===== src/rtl/wb_bridge_host_sequencer_if.sv =====
// Request/response port and 8-bit bridge pin group for the host sequencer.
// req: a request transfers on the cycle req_valid && req_ready are both high; rsp_valid is a one-cycle pulse with no back-pressure.
interface wb_bridge_host_sequencer_if;
    logic        req_valid;
    logic        req_ready;
    logic        req_we;
    logic [13:0] req_adr;
    logic [31:0] req_wdata;
    logic        rsp_valid;
    logic        rsp_err;
    logic [31:0] rsp_rdata;
    logic [2:0]  bridge_cmd;
    logic [7:0]  bridge_dat;
    logic [7:0]  bridge_rdat;
    logic        bridge_valid;
    logic [3:0]  dbg_state;

    modport master (
        input  req_valid, req_we, req_adr, req_wdata, bridge_rdat, bridge_valid,
        output req_ready, rsp_valid, rsp_err, rsp_rdata, bridge_cmd, bridge_dat, dbg_state
    );

    modport slave (
        output req_valid, req_we, req_adr, req_wdata, bridge_rdat, bridge_valid,
        input  req_ready, rsp_valid, rsp_err, rsp_rdata, bridge_cmd, bridge_dat, dbg_state
    );
endinterface


===== src/rtl/wb_bridge_host_sequencer.sv =====
// Host-side sequencer: turns one 32-bit request into the AD/DO/EXEC/DI byte stream
// of the pin-level wishbone bridge and assembles the read response.
module wb_bridge_host_sequencer #(
    parameter int TIMEOUT = 1024,
    parameter int TO_W    = 16
) (
    input logic clk,
    input logic reset,
    wb_bridge_host_sequencer_if.master bus
);
    localparam logic [2:0] C_IDLE = 3'd0;
    localparam logic [2:0] C_EXEC = 3'd1;
    localparam logic [2:0] C_AD0  = 3'd2;
    localparam logic [2:0] C_DO0  = 3'd4;
    localparam logic [2:0] C_DI0  = 3'd6;

    localparam logic [7:0] OP_RESET   = 8'h01;
    localparam logic [7:0] OP_DISABLE = 8'h04;
    localparam logic [7:0] OP_ENABLE  = 8'h05;
    localparam logic [7:0] OP_READ    = 8'h06;
    localparam logic [7:0] OP_WRITE   = 8'h07;

    typedef enum logic [3:0] {
        S_BOOT, S_IDLE, S_ADL, S_ADH, S_DO_0, S_DO_1, S_DO_2, S_DO_3,
        S_ENA, S_GO, S_RD1, S_RD2, S_RD3, S_DIS, S_RSP
    } state_t;

    state_t          r_state;
    state_t          w_state_nxt;
    logic            r_we;
    logic [13:0]     r_adr;
    logic [31:0]     r_wdata;
    logic [23:0]     r_rd;
    logic            r_err;
    logic [TO_W-1:0] r_to_cnt;
    logic [2:0]      r_cmd;
    logic [7:0]      r_dat;
    logic            r_req_ready;
    logic            r_rsp_valid;
    logic [31:0]     r_rsp_rdata;

    logic [2:0]      w_cmd_nxt;
    logic [7:0]      w_dat_nxt;
    logic [31:0]     w_rdata_nxt;
    logic            w_accept;
    logic            w_to_hit;
    logic [13:0]     w_adr;

    assign w_accept = r_req_ready && bus.req_valid;
    assign w_to_hit = (TIMEOUT != 0) && (r_to_cnt == TO_W'(TIMEOUT - 1));
    // The low address byte goes out on the cycle after acceptance, before r_adr is visible.
    assign w_adr    = w_accept ? bus.req_adr : r_adr;

    always_ff @(posedge clk) begin
        if (reset) r_state <= S_BOOT;
        else       r_state <= w_state_nxt;
    end

    always_comb begin
        w_state_nxt = r_state;
        case (r_state)
            S_BOOT: w_state_nxt = S_IDLE;
            S_IDLE: if (w_accept) w_state_nxt = S_ADL;
            S_ADL:  w_state_nxt = S_ADH;
            S_ADH:  w_state_nxt = r_we ? S_DO_0 : S_ENA;
            S_DO_0: w_state_nxt = S_DO_1;
            S_DO_1: w_state_nxt = S_DO_2;
            S_DO_2: w_state_nxt = S_DO_3;
            S_DO_3: w_state_nxt = S_ENA;
            S_ENA:  w_state_nxt = S_GO;
            S_GO: begin
                if (bus.bridge_valid) w_state_nxt = r_we ? S_DIS : S_RD1;
                else if (w_to_hit)    w_state_nxt = S_DIS;
            end
            S_RD1:  w_state_nxt = S_RD2;
            S_RD2:  w_state_nxt = S_RD3;
            S_RD3:  w_state_nxt = S_DIS;
            S_DIS:  w_state_nxt = S_RSP;
            S_RSP:  w_state_nxt = S_IDLE;
            default: w_state_nxt = S_BOOT;
        endcase
    end

    // Pin values are decoded from the next state so the registered outputs line up with the state.
    always_comb begin
        w_cmd_nxt = C_IDLE;
        w_dat_nxt = 8'h00;
        case (w_state_nxt)
            S_BOOT: begin w_cmd_nxt = C_EXEC; w_dat_nxt = OP_RESET; end
            S_ADL:  begin w_cmd_nxt = C_AD0;  w_dat_nxt = w_adr[7:0]; end
            S_ADH:  begin w_cmd_nxt = C_AD0;  w_dat_nxt = {2'b00, r_adr[13:8]}; end
            S_DO_0: begin w_cmd_nxt = C_DO0;  w_dat_nxt = r_wdata[7:0]; end
            S_DO_1: begin w_cmd_nxt = C_DO0;  w_dat_nxt = r_wdata[15:8]; end
            S_DO_2: begin w_cmd_nxt = C_DO0;  w_dat_nxt = r_wdata[23:16]; end
            S_DO_3: begin w_cmd_nxt = C_DO0;  w_dat_nxt = r_wdata[31:24]; end
            S_ENA:  begin w_cmd_nxt = C_EXEC; w_dat_nxt = OP_ENABLE; end
            S_GO:   begin w_cmd_nxt = C_EXEC; w_dat_nxt = r_we ? OP_WRITE : OP_READ; end
            S_RD1, S_RD2, S_RD3: w_cmd_nxt = C_DI0;
            S_DIS:  begin w_cmd_nxt = C_EXEC; w_dat_nxt = OP_DISABLE; end
            default: ;
        endcase
    end

    // Byte 3 is on bridge_rdat during DIS, which is the only state leading into RSP.
    assign w_rdata_nxt = (w_state_nxt == S_RSP && !r_we && !r_err) ? {bus.bridge_rdat, r_rd} : 32'h0;

    always_ff @(posedge clk) begin
        if (reset) begin
            r_cmd       <= C_EXEC;
            r_dat       <= OP_RESET;
            r_req_ready <= 1'b0;
            r_rsp_valid <= 1'b0;
            r_rsp_rdata <= 32'h0;
            r_err       <= 1'b0;
            r_to_cnt    <= '0;
            r_we        <= 1'b0;
            r_adr       <= 14'h0;
            r_wdata     <= 32'h0;
            r_rd        <= 24'h0;
        end else begin
            r_cmd       <= w_cmd_nxt;
            r_dat       <= w_dat_nxt;
            r_req_ready <= (w_state_nxt == S_IDLE);
            r_rsp_valid <= (w_state_nxt == S_RSP);
            r_rsp_rdata <= w_rdata_nxt;
            if (w_accept) begin
                r_we    <= bus.req_we;
                r_adr   <= bus.req_adr;
                r_wdata <= bus.req_wdata;
                r_err   <= 1'b0;
            end
            if (r_state == S_ENA)     r_to_cnt <= '0;
            else if (r_state == S_GO) r_to_cnt <= r_to_cnt + TO_W'(1);
            if (r_state == S_GO && !bus.bridge_valid && w_to_hit) r_err <= 1'b1;
            case (r_state)
                S_RD1:   r_rd[7:0]   <= bus.bridge_rdat;
                S_RD2:   r_rd[15:8]  <= bus.bridge_rdat;
                S_RD3:   r_rd[23:16] <= bus.bridge_rdat;
                default: ;
            endcase
        end
    end

    assign bus.req_ready  = r_req_ready;
    assign bus.rsp_valid  = r_rsp_valid;
    assign bus.rsp_err    = r_err;
    assign bus.rsp_rdata  = r_rsp_rdata;
    assign bus.bridge_cmd = r_cmd;
    assign bus.bridge_dat = r_dat;
    assign bus.dbg_state  = r_state;
endmodule


===== src/flat_wrapper.sv =====
// flat-port wrapper written by rule: the top's interface ports become plain ports
module wb_bridge_host_sequencer_flat 
#(
    parameter int TIMEOUT = 1024,
    parameter int TO_W    = 16
)
  (clk, reset, bus_req_valid, bus_req_we, bus_req_adr, bus_req_wdata, bus_bridge_rdat, bus_bridge_valid, bus_req_ready, bus_rsp_valid, bus_rsp_err, bus_rsp_rdata, bus_bridge_cmd, bus_bridge_dat, bus_dbg_state);
  wb_bridge_host_sequencer_if bus_i ();
  input logic clk;
  input logic reset;
  input wire logic [$bits(bus_i.req_valid)-1:0] bus_req_valid;
  input wire logic [$bits(bus_i.req_we)-1:0] bus_req_we;
  input wire logic [$bits(bus_i.req_adr)-1:0] bus_req_adr;
  input wire logic [$bits(bus_i.req_wdata)-1:0] bus_req_wdata;
  input wire logic [$bits(bus_i.bridge_rdat)-1:0] bus_bridge_rdat;
  input wire logic [$bits(bus_i.bridge_valid)-1:0] bus_bridge_valid;
  output wire logic [$bits(bus_i.req_ready)-1:0] bus_req_ready;
  output wire logic [$bits(bus_i.rsp_valid)-1:0] bus_rsp_valid;
  output wire logic [$bits(bus_i.rsp_err)-1:0] bus_rsp_err;
  output wire logic [$bits(bus_i.rsp_rdata)-1:0] bus_rsp_rdata;
  output wire logic [$bits(bus_i.bridge_cmd)-1:0] bus_bridge_cmd;
  output wire logic [$bits(bus_i.bridge_dat)-1:0] bus_bridge_dat;
  output wire logic [$bits(bus_i.dbg_state)-1:0] bus_dbg_state;
  assign bus_i.req_valid = bus_req_valid;
  assign bus_i.req_we = bus_req_we;
  assign bus_i.req_adr = bus_req_adr;
  assign bus_i.req_wdata = bus_req_wdata;
  assign bus_i.bridge_rdat = bus_bridge_rdat;
  assign bus_i.bridge_valid = bus_bridge_valid;
  assign bus_req_ready = bus_i.req_ready;
  assign bus_rsp_valid = bus_i.rsp_valid;
  assign bus_rsp_err = bus_i.rsp_err;
  assign bus_rsp_rdata = bus_i.rsp_rdata;
  assign bus_bridge_cmd = bus_i.bridge_cmd;
  assign bus_bridge_dat = bus_i.bridge_dat;
  assign bus_dbg_state = bus_i.dbg_state;
  wb_bridge_host_sequencer #(.TIMEOUT(TIMEOUT), .TO_W(TO_W)) u_core (.clk(clk), .reset(reset), .bus(bus_i));
endmodule

===== config.mk =====
export PLATFORM = sky130hd
export DESIGN_NAME = wb_bridge_host_sequencer_flat
export DESIGN_NICKNAME = d
export VERILOG_FILES = /design/src/rtl/wb_bridge_host_sequencer_if.sv /design/src/rtl/wb_bridge_host_sequencer.sv /design/src/flat_wrapper.sv
export SDC_FILE = /design/constraint.sdc
export NUM_CORES = 1
export LEC_CHECK = 0
export ABC_AREA = 1
export ABC_CLOCK_PERIOD_IN_PS = 2400
export CAP_MARGIN = 10
export CORE_AREA = 2 2 120 87
export CTS_CLUSTER_SIZE = 8
export DETAILED_ROUTE_END_ITERATION = 8
export DIE_AREA = 0 0 122 89
export PLACE_DENSITY_LB_ADDON = 0.05
export RECOVER_POWER = 25
export SYNTH_ARGS = -nofsm -noshare
export SYNTH_HDL_FRONTEND = slang
export SYNTH_SLANG_ARGS = --single-unit

===== constraint.sdc =====
create_clock -name clk -period 2.4 [get_ports clk]
set_clock_uncertainty 0.05 [all_clocks]
set_input_delay 0.48 -clock clk [delete_from_list [all_inputs] [get_ports clk]]
set_output_delay 0.48 -clock clk [all_outputs]
set_load 0.1 [all_outputs]

==> reports/results.txt <==
via count - 4,577
Final Max Tran Viols - 0
Max H-tree Level - 4
average instance area after synthesis - 7.91 sq um
Critical Path Start Type - primary input
launch instance of the worst register-to-register path - u_core.bus.dbg_state[3]
cell chosen for the clock root - sky130_fd_sc_hd__clkbuf_16
Syn Nets - 704
TritonCTS Sinks - 137
met2 usage - 40.2%
result of the run - finished clean
total number of yosys warnings - 0
Critical Path Max Stage Delay - 0.63 ns
leakage power - 2.86 nW
I/O Buffers - 108
final critical path time including I/O delays and setup - 2.01 ns
Critical path destination - u_core.r_adr[12]
power per standard cell area - 817 nW/um^2
Clock transition at path regs - 0.06 ns
critical path endpoint category - register
share of the yosys chip area belonging to registers - 53.9%
Vias/cell - 5.09
Rel. slew slack - 38.1%
setup repair after global routing missed its margin - false
Clk Latency, worst-skew pair - 0.42 ns
most used flip-flop cell after synthesis - sky130_fd_sc_hd__dfxtp_1
most frequent cell after synthesis - sky130_fd_sc_hd__dfxtp_1
post-route setup TNS - 0 ns
first-pass iteration count of the detailed router - 5
post-detail-place hpwl - 9.09 mm
min setup slack post-route - 0.394 ns
Critical Path RT - 2.69 ns
initial standard-cell utilization of the core - 53.2%
number of rows in the core area - 30
GRT Total Usage - 25.6%
global-route track usage on met3 - 6.63%
hold buffer count at CTS - 0
sum of overflow across all layers after global routing - 0
count of endpoints failing hold in the final timing report - 0
fin cells - 900
CTS tree - built
post-route clock period utilization - 83.6%
number of buffers created by CTS - 17
maxcap violations - 0
post-cts sizing count - 0
DP Cell Count - 868
pin count of the biggest net entering global routing - 66
library cell with the largest summed area after synthesis - sky130_fd_sc_hd__dfxtp_1
worst voltage drop across the vdd grid - 0.610 mV
top achievable clock speed - 0.499 GHz
crit path max-delay cell type - sky130_fd_sc_hd__clkbuf_2
synthesis-to-finish area growth - 33.7%
overall routed net length - 13.4 mm
reg-to-reg critical path endpoint - u_core.bus.bridge_dat[0]
global-route wire length before repair - 21.2 mm
distinct cell type count after synthesis - 37
worst hold-check path type - reg2reg
I/O pins - 109
Core Area - 9570 sq um
minimum setup slack after placement - 0.290 ns
proportion of netlist area held by the largest area contributor - 53.9%
share of cells above drive strength 1 - 14.6%
via count of the first global-routing pass - 4,274
met1 GRT Util - 35.1%
count of cells along the worst register-to-register path - 10
height of the die - 89 um
initial antenna violation count - 0
die area - 10,900 sq um
proportion of register bits with asynchronous set or reset after synthesis - 0%
post-route total power - 5.56 mW
setup repair bufs after CTS - 0
count of flip-flops with a built-in enable after synthesis - 0
maximum fanout count along the critical path - 46
die boundary width - 122 um
Net count, final - 819
Worst-Margin Slew - 0.929 ns
classification of the worst setup path - in2reg
remaining antenna violation count - 0
Arr. time, crit path - 2.30 ns
DRC violations left - 0
ordered list of cells on the worst path - dlygate4sd3_1 -> inv_1 -> clkbuf_2 -> o21ai_0 -> a21oi_1
post-synthesis instance total - 644
routing layer with the top usage in global route - met2
post-synthesis cell area - 5090 sq um
Worst R2R Setup Slack - 0.43 ns
Post-synth top cells - sky130_fd_sc_hd__dfxtp_1 (137), sky130_fd_sc_hd__nor2_1 (125), sky130_fd_sc_hd__inv_1 (86)
top cells by area in the synthesized netlist - sky130_fd_sc_hd__dfxtp_1 (54%), sky130_fd_sc_hd__nor2_1 (9.2%), sky130_fd_sc_hd__o21ai_0 (7.6%), sky130_fd_sc_hd__inv_1 (6.3%), sky130_fd_sc_hd__a21oi_1 (6.2%)
Max clock buf depth - 2
launch point of the worst path - reset
flop and latch count out of synthesis - 137
final setup vio count - 0
Worst Hold Margin - 0.376 ns
average wire per cell in the routed design - 14.9 um
Antenna Cells - 0
First DRT Iteration DRCs - 446
last weighted congestion value of the routability-driven placer - 0.889
## registers in the layout, summed over array words and instances, names as in the netlist
register and count:
u_core.bus.bridge_cmd 3, u_core.bus.dbg_state 4, u_core.bus.req_ready 1, u_core.bus.rsp_valid 1, u_core.r_to_cnt 16, u_core.bus.rsp_err 1
u_core.r_adr 14, u_core.r_wdata 32, u_core.r_rd 24, u_core.bus.bridge_dat 8, u_core.bus.rsp_rdata 32, u_core.r_we 1
## worst max-delay path: cells and delay by family
family                 cells  cell delay [ns]
AO/OA/AOI/OAI              2             0.47
buffers and inverters      3             1.34
## power breakdown
group          internal [mW]  switching (mW)
registers               2.36          0.0474
logic                  0.190           0.313
clock network           1.67           0.978
## through the flow
step                      util [%]  instance area (sq um)
after detailed placement      64.9                   6220
final                         71.1                   6810
after global routing          71.1                   6810
after floorplan                  -                   5090
after global placement        64.9                   6220
after CTS                     71.3                   6830
## cell families after synthesis
family	share of synthesized area (%)
and+or+nand+nor	19.0
AOI/OAI and AO/OA	15.6
DFF	53.9
buffers and inverters	8.92
muxes	1.38
xor gates and xnor gates	1.03
adders and majority gates	0.246
## cells in the final DEF, fill, tap and decap left out, types with 3 or more instances in the layout
master | netlist | final
sky130_fd_sc_hd__a21oi_1 | 63 | 63
sky130_fd_sc_hd__a221oi_1 | 4 | 4
sky130_fd_sc_hd__buf_4 | 0 | 57
sky130_fd_sc_hd__clkbuf_1 | 21 | 4
sky130_fd_sc_hd__clkbuf_16 | 0 | 17
sky130_fd_sc_hd__clkbuf_8 | 0 | 5
sky130_fd_sc_hd__clkdlybuf4s50_1 | 0 | 57
sky130_fd_sc_hd__clkinv_2 | 1 | 3
sky130_fd_sc_hd__dfxtp_1 | 137 | 137
sky130_fd_sc_hd__inv_1 | 86 | 86
sky130_fd_sc_hd__inv_2 | 3 | 3
sky130_fd_sc_hd__mux2i_1 | 7 | 7
sky130_fd_sc_hd__nand2_1 | 59 | 58
sky130_fd_sc_hd__nand2_2 | 2 | 3
sky130_fd_sc_hd__nand3_1 | 10 | 10
sky130_fd_sc_hd__nand4_1 | 5 | 5
sky130_fd_sc_hd__nor2_1 | 125 | 125
sky130_fd_sc_hd__nor2_2 | 4 | 4
sky130_fd_sc_hd__nor3_1 | 5 | 5
sky130_fd_sc_hd__o21ai_0 | 77 | 77
sky130_fd_sc_hd__o22ai_1 | 5 | 5
sky130_fd_sc_hd__or2_2 | 3 | 3
sky130_fd_sc_hd__xor2_1 | 4 | 4
## metal layers
| metal | part of all wire (%) | routed length (um) |
|---|---|---|
| met1 | 47 | 6340 |
| met2 | 45 | 6020 |
| met3 | 6.8 | 907 |
| met4 | 0.93 | 124 |
| met5 | 0 | 0 |
## layout make-up
type	instances	area (sq um)
clock buffer	23	498
multi-input combinational	390	1900
tap	128	160
sequential	137	2740
clock inverter	9	111
inverter	92	349
fill	745	2760
timing repair buffer	121	1050
## worst min path at each step
stage | from | to | slack (ns) | depth (start not counted)
2_1_floorplan | u_core.r_rd[0] | u_core.bus.rsp_rdata[0] | 0.36 | 2
3_3_place_gp | u_core.r_rd[20] | u_core.bus.rsp_rdata[20] | 0.37 | 2
5_1_grt | u_core.r_rd[2] | u_core.bus.rsp_rdata[2] | 0.39 | 2
3_5_place_dp | u_core.r_rd[23] | u_core.bus.rsp_rdata[23] | 0.37 | 2
4_1_cts | u_core.r_rd[22] | u_core.bus.rsp_rdata[22] | 0.38 | 2
6_report | u_core.r_rd[20] | u_core.bus.rsp_rdata[20] | 0.38 | 2
Power figures use the tool's default switching activity.
